`src/rtl/opendap_swd_link_ctrl_pkg.sv`:
```
// Shared SWD link definitions: link-state encodings, ACK codes, DP register addresses
// and the header decode helpers used by the link controller, serial engine and DP.
package opendap_swd_link_ctrl_pkg;

    typedef enum logic [2:0] {
        LS_DORMANT = 3'd0,
        LS_LRESET  = 3'd1,
        LS_ACTIVE  = 3'd2,
        LS_LOCKOUT = 3'd3,
        LS_DESEL   = 3'd4
    } link_state_e;

    localparam logic [2:0] ACK_OK    = 3'b001;
    localparam logic [2:0] ACK_WAIT  = 3'b010;
    localparam logic [2:0] ACK_FAULT = 3'b100;

    localparam logic [1:0] DP_ADDR_DPIDR     = 2'd0;
    localparam logic [1:0] DP_ADDR_TARGETSEL = 2'd3;

    function automatic logic is_dpidr_read(input logic apndp, input logic rnw,
                                           input logic [1:0] addr);
        return !apndp && rnw && (addr == DP_ADDR_DPIDR);
    endfunction

    function automatic logic is_targetsel_write(input logic apndp, input logic rnw,
                                                input logic [1:0] addr);
        return !apndp && !rnw && (addr == DP_ADDR_TARGETSEL);
    endfunction

endpackage

```
`src/rtl/opendap_swd_link_ctrl_if.sv`:
```
// Event and status bundle between the dormant monitor / serial engine (master side)
// and the SWD link-state controller (slave side).
interface opendap_swd_link_ctrl_if #(
    parameter int W_ERRCNT = 8
) ();

    logic                exit_dormant;
    logic                enter_dormant;
    logic                line_reset;
    logic                hdr_valid;
    logic                hdr_parity_ok;
    logic                hdr_apndp;
    logic                hdr_rnw;
    logic [1:0]          hdr_addr;
    logic                pkt_done;
    logic [2:0]          pkt_ack;
    logic                tsel_match;
    logic                err_clr;
    logic                hdr_accept;
    logic                hdr_noack;
    logic                pkt_abort;
    logic [2:0]          link_state;
    logic                dormant;
    logic [W_ERRCNT-1:0] lockout_cnt;

    modport master (
        output exit_dormant, enter_dormant, line_reset,
        output hdr_valid, hdr_parity_ok, hdr_apndp, hdr_rnw, hdr_addr,
        output pkt_done, pkt_ack, tsel_match, err_clr,
        input  hdr_accept, hdr_noack, pkt_abort, link_state, dormant, lockout_cnt
    );

    modport slave (
        input  exit_dormant, enter_dormant, line_reset,
        input  hdr_valid, hdr_parity_ok, hdr_apndp, hdr_rnw, hdr_addr,
        input  pkt_done, pkt_ack, tsel_match, err_clr,
        output hdr_accept, hdr_noack, pkt_abort, link_state, dormant, lockout_cnt
    );

endinterface

```
`src/rtl/opendap_swd_link_ctrl.sv`:
```
// Target-side SWD link-state controller: tracks Dormant/Reset/Active/Lockout/Deselected
// and tells the serial engine, per request header, whether to run the packet.
module opendap_swd_link_ctrl
    import opendap_swd_link_ctrl_pkg::*;
#(
    parameter bit RESET_DORMANT = 1'b1,
    parameter bit MULTIDROP     = 1'b1,
    parameter int W_ERRCNT      = 8
) (
    input logic                    swclk,
    input logic                    rst,
    opendap_swd_link_ctrl_if.slave link
);

    link_state_e         state_q, state_d;
    logic                busy_q, busy_d;
    logic                pend_tsel_q, pend_tsel_d;
    logic                abort_q, abort_d;
    logic [W_ERRCNT-1:0] cnt_q, cnt_d;

    logic hdr_live;
    logic dpidr_rd;
    logic tsel_wr;
    logic accept;
    logic noack;
    logic enter_lockout;

    // Header decode is zero-latency; link events outrank a header arriving in the same cycle.
    // NOTE: every always_comb output gets a default first so no path can infer a latch.
    always_comb begin
        hdr_live = link.hdr_valid && !busy_q && !link.enter_dormant && !link.line_reset;
        dpidr_rd = link.hdr_parity_ok && is_dpidr_read(link.hdr_apndp, link.hdr_rnw, link.hdr_addr);
        tsel_wr  = MULTIDROP && is_targetsel_write(link.hdr_apndp, link.hdr_rnw, link.hdr_addr);
        accept   = 1'b0;
        noack    = 1'b0;
        if (!rst && hdr_live) begin
            case (state_q)
                LS_LRESET: begin
                    if (dpidr_rd) begin
                        accept = 1'b1;
                    end else if (tsel_wr && link.hdr_parity_ok) begin
                        accept = 1'b1;
                        noack  = 1'b1;
                    end
                end
                LS_ACTIVE: accept = link.hdr_parity_ok && !tsel_wr;
                default:   accept = 1'b0;
            endcase
        end
    end

    always_comb begin
        state_d     = state_q;
        busy_d      = busy_q;
        pend_tsel_d = pend_tsel_q;
        abort_d     = 1'b0;
        case (state_q)
            LS_DORMANT: begin
                busy_d = 1'b0;
                if (link.exit_dormant) state_d = LS_LOCKOUT;
            end
            LS_LRESET, LS_ACTIVE, LS_LOCKOUT, LS_DESEL: begin
                if (link.enter_dormant || link.line_reset) begin
                    state_d = link.enter_dormant ? LS_DORMANT : LS_LRESET;
                    abort_d = busy_q;
                    busy_d  = 1'b0;
                end else if (link.hdr_valid && !busy_q) begin
                    if (accept) begin
                        busy_d      = 1'b1;
                        pend_tsel_d = noack;
                    end else if (state_q == LS_ACTIVE) begin
                        state_d = LS_LOCKOUT;
                    end
                end else if (link.pkt_done && busy_q) begin
                    busy_d = 1'b0;
                    if (state_q == LS_LRESET) begin
                        if (pend_tsel_q) begin
                            if (!link.tsel_match) state_d = LS_DESEL;
                        end else if (link.pkt_ack == ACK_OK) begin
                            state_d = LS_ACTIVE;
                        end
                    end
                end
            end
            default: begin
                state_d = LS_LOCKOUT;
                busy_d  = 1'b0;
            end
        endcase
    end

    // Saturating lockout-entry count; a clear beats a same-cycle increment.
    always_comb begin
        enter_lockout = (state_d == LS_LOCKOUT) && (state_q != LS_LOCKOUT);
        cnt_d         = cnt_q;
        if (link.err_clr) begin
            cnt_d = '0;
        end else if (enter_lockout && (cnt_q != {W_ERRCNT{1'b1}})) begin
            cnt_d = cnt_q + 1'b1;
        end
    end

    // NOTE: sequential state uses non-blocking assignments only, so every register samples pre-edge values.
    always_ff @(posedge swclk or posedge rst) begin
        if (rst) begin
            state_q     <= RESET_DORMANT ? LS_DORMANT : LS_LOCKOUT;
            busy_q      <= 1'b0;
            pend_tsel_q <= 1'b0;
            abort_q     <= 1'b0;
            cnt_q       <= '0;
        end else begin
            state_q     <= state_d;
            busy_q      <= busy_d;
            pend_tsel_q <= pend_tsel_d;
            abort_q     <= abort_d;
            cnt_q       <= cnt_d;
        end
    end

    assign link.hdr_accept  = accept;
    assign link.hdr_noack   = noack;
    assign link.pkt_abort   = abort_q;
    assign link.link_state  = state_q;
    assign link.dormant     = (state_q == LS_DORMANT);
    assign link.lockout_cnt = cnt_q;

endmodule

```
`src/flat_wrapper.sv`:
```
// flat-port wrapper written by rule: the top's interface ports become plain ports
module opendap_swd_link_ctrl_flat import opendap_swd_link_ctrl_pkg::*;
#(
    parameter bit RESET_DORMANT = 1'b1,
    parameter bit MULTIDROP     = 1'b1,
    parameter int W_ERRCNT      = 8
)
  (swclk, rst, link_exit_dormant, link_enter_dormant, link_line_reset, link_hdr_valid, link_hdr_parity_ok, link_hdr_apndp, link_hdr_rnw, link_hdr_addr, link_pkt_done, link_pkt_ack, link_tsel_match, link_err_clr, link_hdr_accept, link_hdr_noack, link_pkt_abort, link_link_state, link_dormant, link_lockout_cnt);
  opendap_swd_link_ctrl_if #(.W_ERRCNT(W_ERRCNT)) link_i ();
  input logic swclk;
  input logic rst;
  input wire logic [$bits(link_i.exit_dormant)-1:0] link_exit_dormant;
  input wire logic [$bits(link_i.enter_dormant)-1:0] link_enter_dormant;
  input wire logic [$bits(link_i.line_reset)-1:0] link_line_reset;
  input wire logic [$bits(link_i.hdr_valid)-1:0] link_hdr_valid;
  input wire logic [$bits(link_i.hdr_parity_ok)-1:0] link_hdr_parity_ok;
  input wire logic [$bits(link_i.hdr_apndp)-1:0] link_hdr_apndp;
  input wire logic [$bits(link_i.hdr_rnw)-1:0] link_hdr_rnw;
  input wire logic [$bits(link_i.hdr_addr)-1:0] link_hdr_addr;
  input wire logic [$bits(link_i.pkt_done)-1:0] link_pkt_done;
  input wire logic [$bits(link_i.pkt_ack)-1:0] link_pkt_ack;
  input wire logic [$bits(link_i.tsel_match)-1:0] link_tsel_match;
  input wire logic [$bits(link_i.err_clr)-1:0] link_err_clr;
  output wire logic [$bits(link_i.hdr_accept)-1:0] link_hdr_accept;
  output wire logic [$bits(link_i.hdr_noack)-1:0] link_hdr_noack;
  output wire logic [$bits(link_i.pkt_abort)-1:0] link_pkt_abort;
  output wire logic [$bits(link_i.link_state)-1:0] link_link_state;
  output wire logic [$bits(link_i.dormant)-1:0] link_dormant;
  output wire logic [$bits(link_i.lockout_cnt)-1:0] link_lockout_cnt;
  assign link_i.exit_dormant = link_exit_dormant;
  assign link_i.enter_dormant = link_enter_dormant;
  assign link_i.line_reset = link_line_reset;
  assign link_i.hdr_valid = link_hdr_valid;
  assign link_i.hdr_parity_ok = link_hdr_parity_ok;
  assign link_i.hdr_apndp = link_hdr_apndp;
  assign link_i.hdr_rnw = link_hdr_rnw;
  assign link_i.hdr_addr = link_hdr_addr;
  assign link_i.pkt_done = link_pkt_done;
  assign link_i.pkt_ack = link_pkt_ack;
  assign link_i.tsel_match = link_tsel_match;
  assign link_i.err_clr = link_err_clr;
  assign link_hdr_accept = link_i.hdr_accept;
  assign link_hdr_noack = link_i.hdr_noack;
  assign link_pkt_abort = link_i.pkt_abort;
  assign link_link_state = link_i.link_state;
  assign link_dormant = link_i.dormant;
  assign link_lockout_cnt = link_i.lockout_cnt;
  opendap_swd_link_ctrl #(.RESET_DORMANT(RESET_DORMANT), .MULTIDROP(MULTIDROP), .W_ERRCNT(W_ERRCNT)) u_core (.swclk(swclk), .rst(rst), .link(link_i));
endmodule
```
`config.mk`:
```
export PLATFORM = sky130hd
export DESIGN_NAME = opendap_swd_link_ctrl_flat
export DESIGN_NICKNAME = d
export VERILOG_FILES = /design/src/rtl/opendap_swd_link_ctrl_pkg.sv /design/src/rtl/opendap_swd_link_ctrl_if.sv /design/src/rtl/opendap_swd_link_ctrl.sv /design/src/flat_wrapper.sv
export SDC_FILE = /design/constraint.sdc
export NUM_CORES = 1
export LEC_CHECK = 0
export BUFFER_PORTS_ARGS = -buffer_cell sky130_fd_sc_hd__clkbuf_2
export CAP_MARGIN = 20
export CORE_MARGIN = 2
export CORE_UTILIZATION = 45
export CTS_CLUSTER_DIAMETER = 150
export DETAILED_ROUTE_END_ITERATION = 6
export GPL_TIMING_DRIVEN = 0
export PLACE_DENSITY = 0.73
export REMOVE_ABC_BUFFERS = 1
export SYNTH_ARGS = -nofsm -noshare
export SYNTH_HDL_FRONTEND = slang
export SYNTH_SLANG_ARGS = --single-unit
```
`constraint.sdc`:
```
create_clock -name swclk -period 5.5 [get_ports swclk]
set_clock_uncertainty 0.1 [all_clocks]
set_input_delay 0.55 -clock swclk [delete_from_list [all_inputs] [get_ports swclk]]
set_output_delay 0.55 -clock swclk [all_outputs]
set_load 0.01 [all_outputs]
```
==> flow_summary_export.csv <==
group,metric,value,unit
worst_setup_path,cp.required,5560,ps
sta,rsz0062_at_grt,"false",
worst_setup_path,end_kind,"flip-flop",
placed_design,dp_slack,2680,ps
worst_setup_path,arrival,2630,ps
floorplan,die_area,2390,um2
routing,wl,2070,um
yosys,synthFlopType,"dfrtp_1",
yosys,synth.top_cells.by_area,"dfrtp_1 (39%), or3_1 (3.4%), nand3_1 (3.3%), a2111oi_4 (3.0%), inv_1 (2.9%)",
sta,finalHoldViolCount,0,
global_routing,grt_overflow,0,
placed_design,port_buffers,31,
yosys,synth_top_area_share,38.6,%
yosys,synth_area_per_cell,9.56,um2
yosys,async_flop_share,100,%
power_and_ir_drop,power.density,286,nW/um2
floorplan,initial_core_util,46.8,%
worst_setup_path,reg2reg_slack,2940,ps
power_and_ir_drop,total_power,0.313,mW
yosys,yosysSeqAreaShare,38.6,%
cells_and_area,areaGrowthSynthToFinish,20.4,%
routing,wl_per_cell,13.5,um
clocking,path_clk_slew,70,ps
sta,fmax,390,MHz
worst_setup_path,worstSetupEndpoint,"u_core.link.lockout_cnt[5]$_DFFE_PP0P_",
cells_and_area,drive_above_1_share,35.7,%
clocking,cts_tree,"yes",
sta,period_needed,2560,ps
worst_setup_path,crit_fanout,14,
worst_setup_path,worst-r2r-cell-count,6,
routing,drc,0,
sta,relSlewSlack,41.4,%
clocking,cts_setup_buffers,0,
worst_setup_path,cp-start-kind,"flip-flop",
global_routing,grt_pass1_wl,3590,um
yosys,synthCells,95,
sta,slew_violations,0,
yosys,yosysWarningCount,0,
floorplan,core_area,1940,um2
floorplan,rows,16,
cells_and_area,diodes,0,
sta,finalSetupViolCount,0,
global_routing,grt_max_degree,16,
cells_and_area,final_nets,146,
yosys,synth.distinct_cells,42,
yosys,synth_area_leader_cell,"dfrtp_1",
yosys,syn-cell-area,908,um2
worst_setup_path,r2r_start,"u_core.pend_tsel_q$_DFFE_PP0P_",
sta,worstMarginPinSlew,877,ps
sta,finalSetupTns,0,ps
worst_setup_path,reg2reg_to,"u_core.link.lockout_cnt[5]$_DFFE_PP0P_",
clocking,root_buffer,"clkbuf_4",
min_path,hold_path.class,"primary input to async pin",
sta,setup_slack,2940,ps
clocking,clock_latency,270,ps
flow_run,drv_cap,0,
worst_setup_path,worstSetupPathType,"flip-flop to flip-flop",
clocking,ctsResizeCount,0,
placed_design,dp_hpwl,1630,um
floorplan,die_w,48.9,um
routing,first_pass_iters,4,
placed_design,globalplace.congestion,0.799,
clocking,numCtsBuffers,3,
routing,via_count,854,
yosys,synth_edf_count,0,
power_and_ir_drop,p_leak,0.512,nW
global_routing,grt_pass1_vias,824,
sta,fin_crit_sh,46.6,%
floorplan,chipHeight,48.9,um
clocking,holdBufCountCts,0,
power_and_ir_drop,vdd_drop_max,204,uV
floorplan,ios,32,
global_routing,antenna_found_initial,0,
worst_setup_path,crit_start,"u_core.pend_tsel_q$_DFFE_PP0P_",
global_routing,grtUsageTotal,19.1,%
clocking,clock_path_buffers,2,
routing,viasPerCell,5.58,
yosys,synth-seq-cells,14,
routing,antenna_left,0,
status,status,"completed",
routing,drt_iter0_drc,21,
clocking,cts_max_level,1,
clocking,clock-sinks,14,
cells by family (layout without fill, tap and decap cells):
group	Yosys count	after routing	synth area share, %
flops	14	14	38.6
simple gates	41	41	27.6
mux	1	1	1.10
xor+xnor	1	1	0.964
fa+ha+maj	1	1	1.38
buf+inv	10	41	5.79
compound gates	27	27	24.7
synthesized netlist by cell type, types with 2 or more instances:
master	instances
a21oi_1	5
a41oi_1	2
and3_1	2
buf_6	2
dfrtp_1	14
inv_1	7
nand2_1	5
nand3_1	6
nor2_1	7
nor2b_1	2
nor3_1	2
o21ai_0	5
o21ba_2	2
o31ai_1	2
or3_1	5
sequential cells by signal, summed over array words and instances, names as in the netlist:
| name | flops |
|---|---|
| u_core.link.link_state | 3 |
| u_core.busy_q | 1 |
| u_core.pend_tsel_q | 1 |
| u_core.link.pkt_abort | 1 |
| u_core.link.lockout_cnt | 8 |
worst min-delay path by stage:
stage | slack [ps] | from | cells after the start | end
floorplan | 350 | rst | 1 | u_core.busy_q$_DFFE_PP0P_
global placement | 430 | u_core.pend_tsel_q$_DFFE_PP0P_ | 2 | u_core.pend_tsel_q$_DFFE_PP0P_
detailed placement | 440 | u_core.busy_q$_DFFE_PP0P_ | 1 | u_core.busy_q$_DFFE_PP0P_
CTS | 210 | rst | 2 | u_core.link.lockout_cnt[2]$_DFFE_PP0P_
global route | 250 | rst | 2 | u_core.pend_tsel_q$_DFFE_PP0P_
finish | 200 | rst | 2 | u_core.link.lockout_cnt[2]$_DFFE_PP0P_
power by group:
group / total [mW] / leakage, nW / internal (mW) / switching, mW
Clock: 0.0528 / 0.0138 / 0.0253 / 0.0275
Combinational: 0.120 / 0.310 / 0.0524 / 0.0679
Sequential: 0.140 / 0.188 / 0.115 / 0.0245
worst max-delay path, stage by stage (launching register included):
cell and delay (ps):
dfrtp_1 390, nor4b_1 460, nor3_1 120, o221a_2 270, o311ai_2 780, nor4_1 120, o21ba_2 230
per-layer routing:
| metal | up-vias | global-route usage, % | share of wire [%] |
|---|---|---|---|
| met3 | 0 | 5.52 | 5.2 |
| li1 | 421 | - | - |
| met2 | 26 | 31.7 | 51 |
| met5 | - | 0 | 0 |
| met4 | 0 | 5.71 | 0 |
| met1 | 407 | 23.9 | 44 |
stage by stage:
| step | cell area, um2 | instances | utilization, % | hold slack, ps |
|---|---|---|---|---|
| 2_1_floorplan | 882 | 92 | - | 347 |
| 6_report | 1090 | 153 | 56.3 | 201 |
| 3_5_place_dp | 1070 | 150 | 55.2 | 444 |
| 5_1_grt | 1090 | 153 | 56.3 | 246 |
| 4_1_cts | 1090 | 153 | 56.3 | 214 |
| 3_3_place_gp | 1070 | 150 | 55.2 | 430 |
final cells by class:
class                   count  area [um2]
inverters                   7        26.3
fillers                   185         848
clock buffers               3        22.5
flip-flops and latches     14         350
well taps                  27        33.8
repair buffers             31         155
multi-input cells          71         505
layout by cell type, fill, tap and decap left out, types with 2 or more instances in the layout:
cell type	instances
nand2_1	5
nor2b_1	2
o21ai_0	5
nand3_1	6
a21oi_1	5
nor2_1	7
inv_1	7
and3_1	2
clkbuf_4	3
nor3_1	2
clkbuf_2	31
or3_1	5
dfrtp_1	14
o31ai_1	2
o21ba_2	2
a41oi_1	2
(Power assumes the default switching activity.)
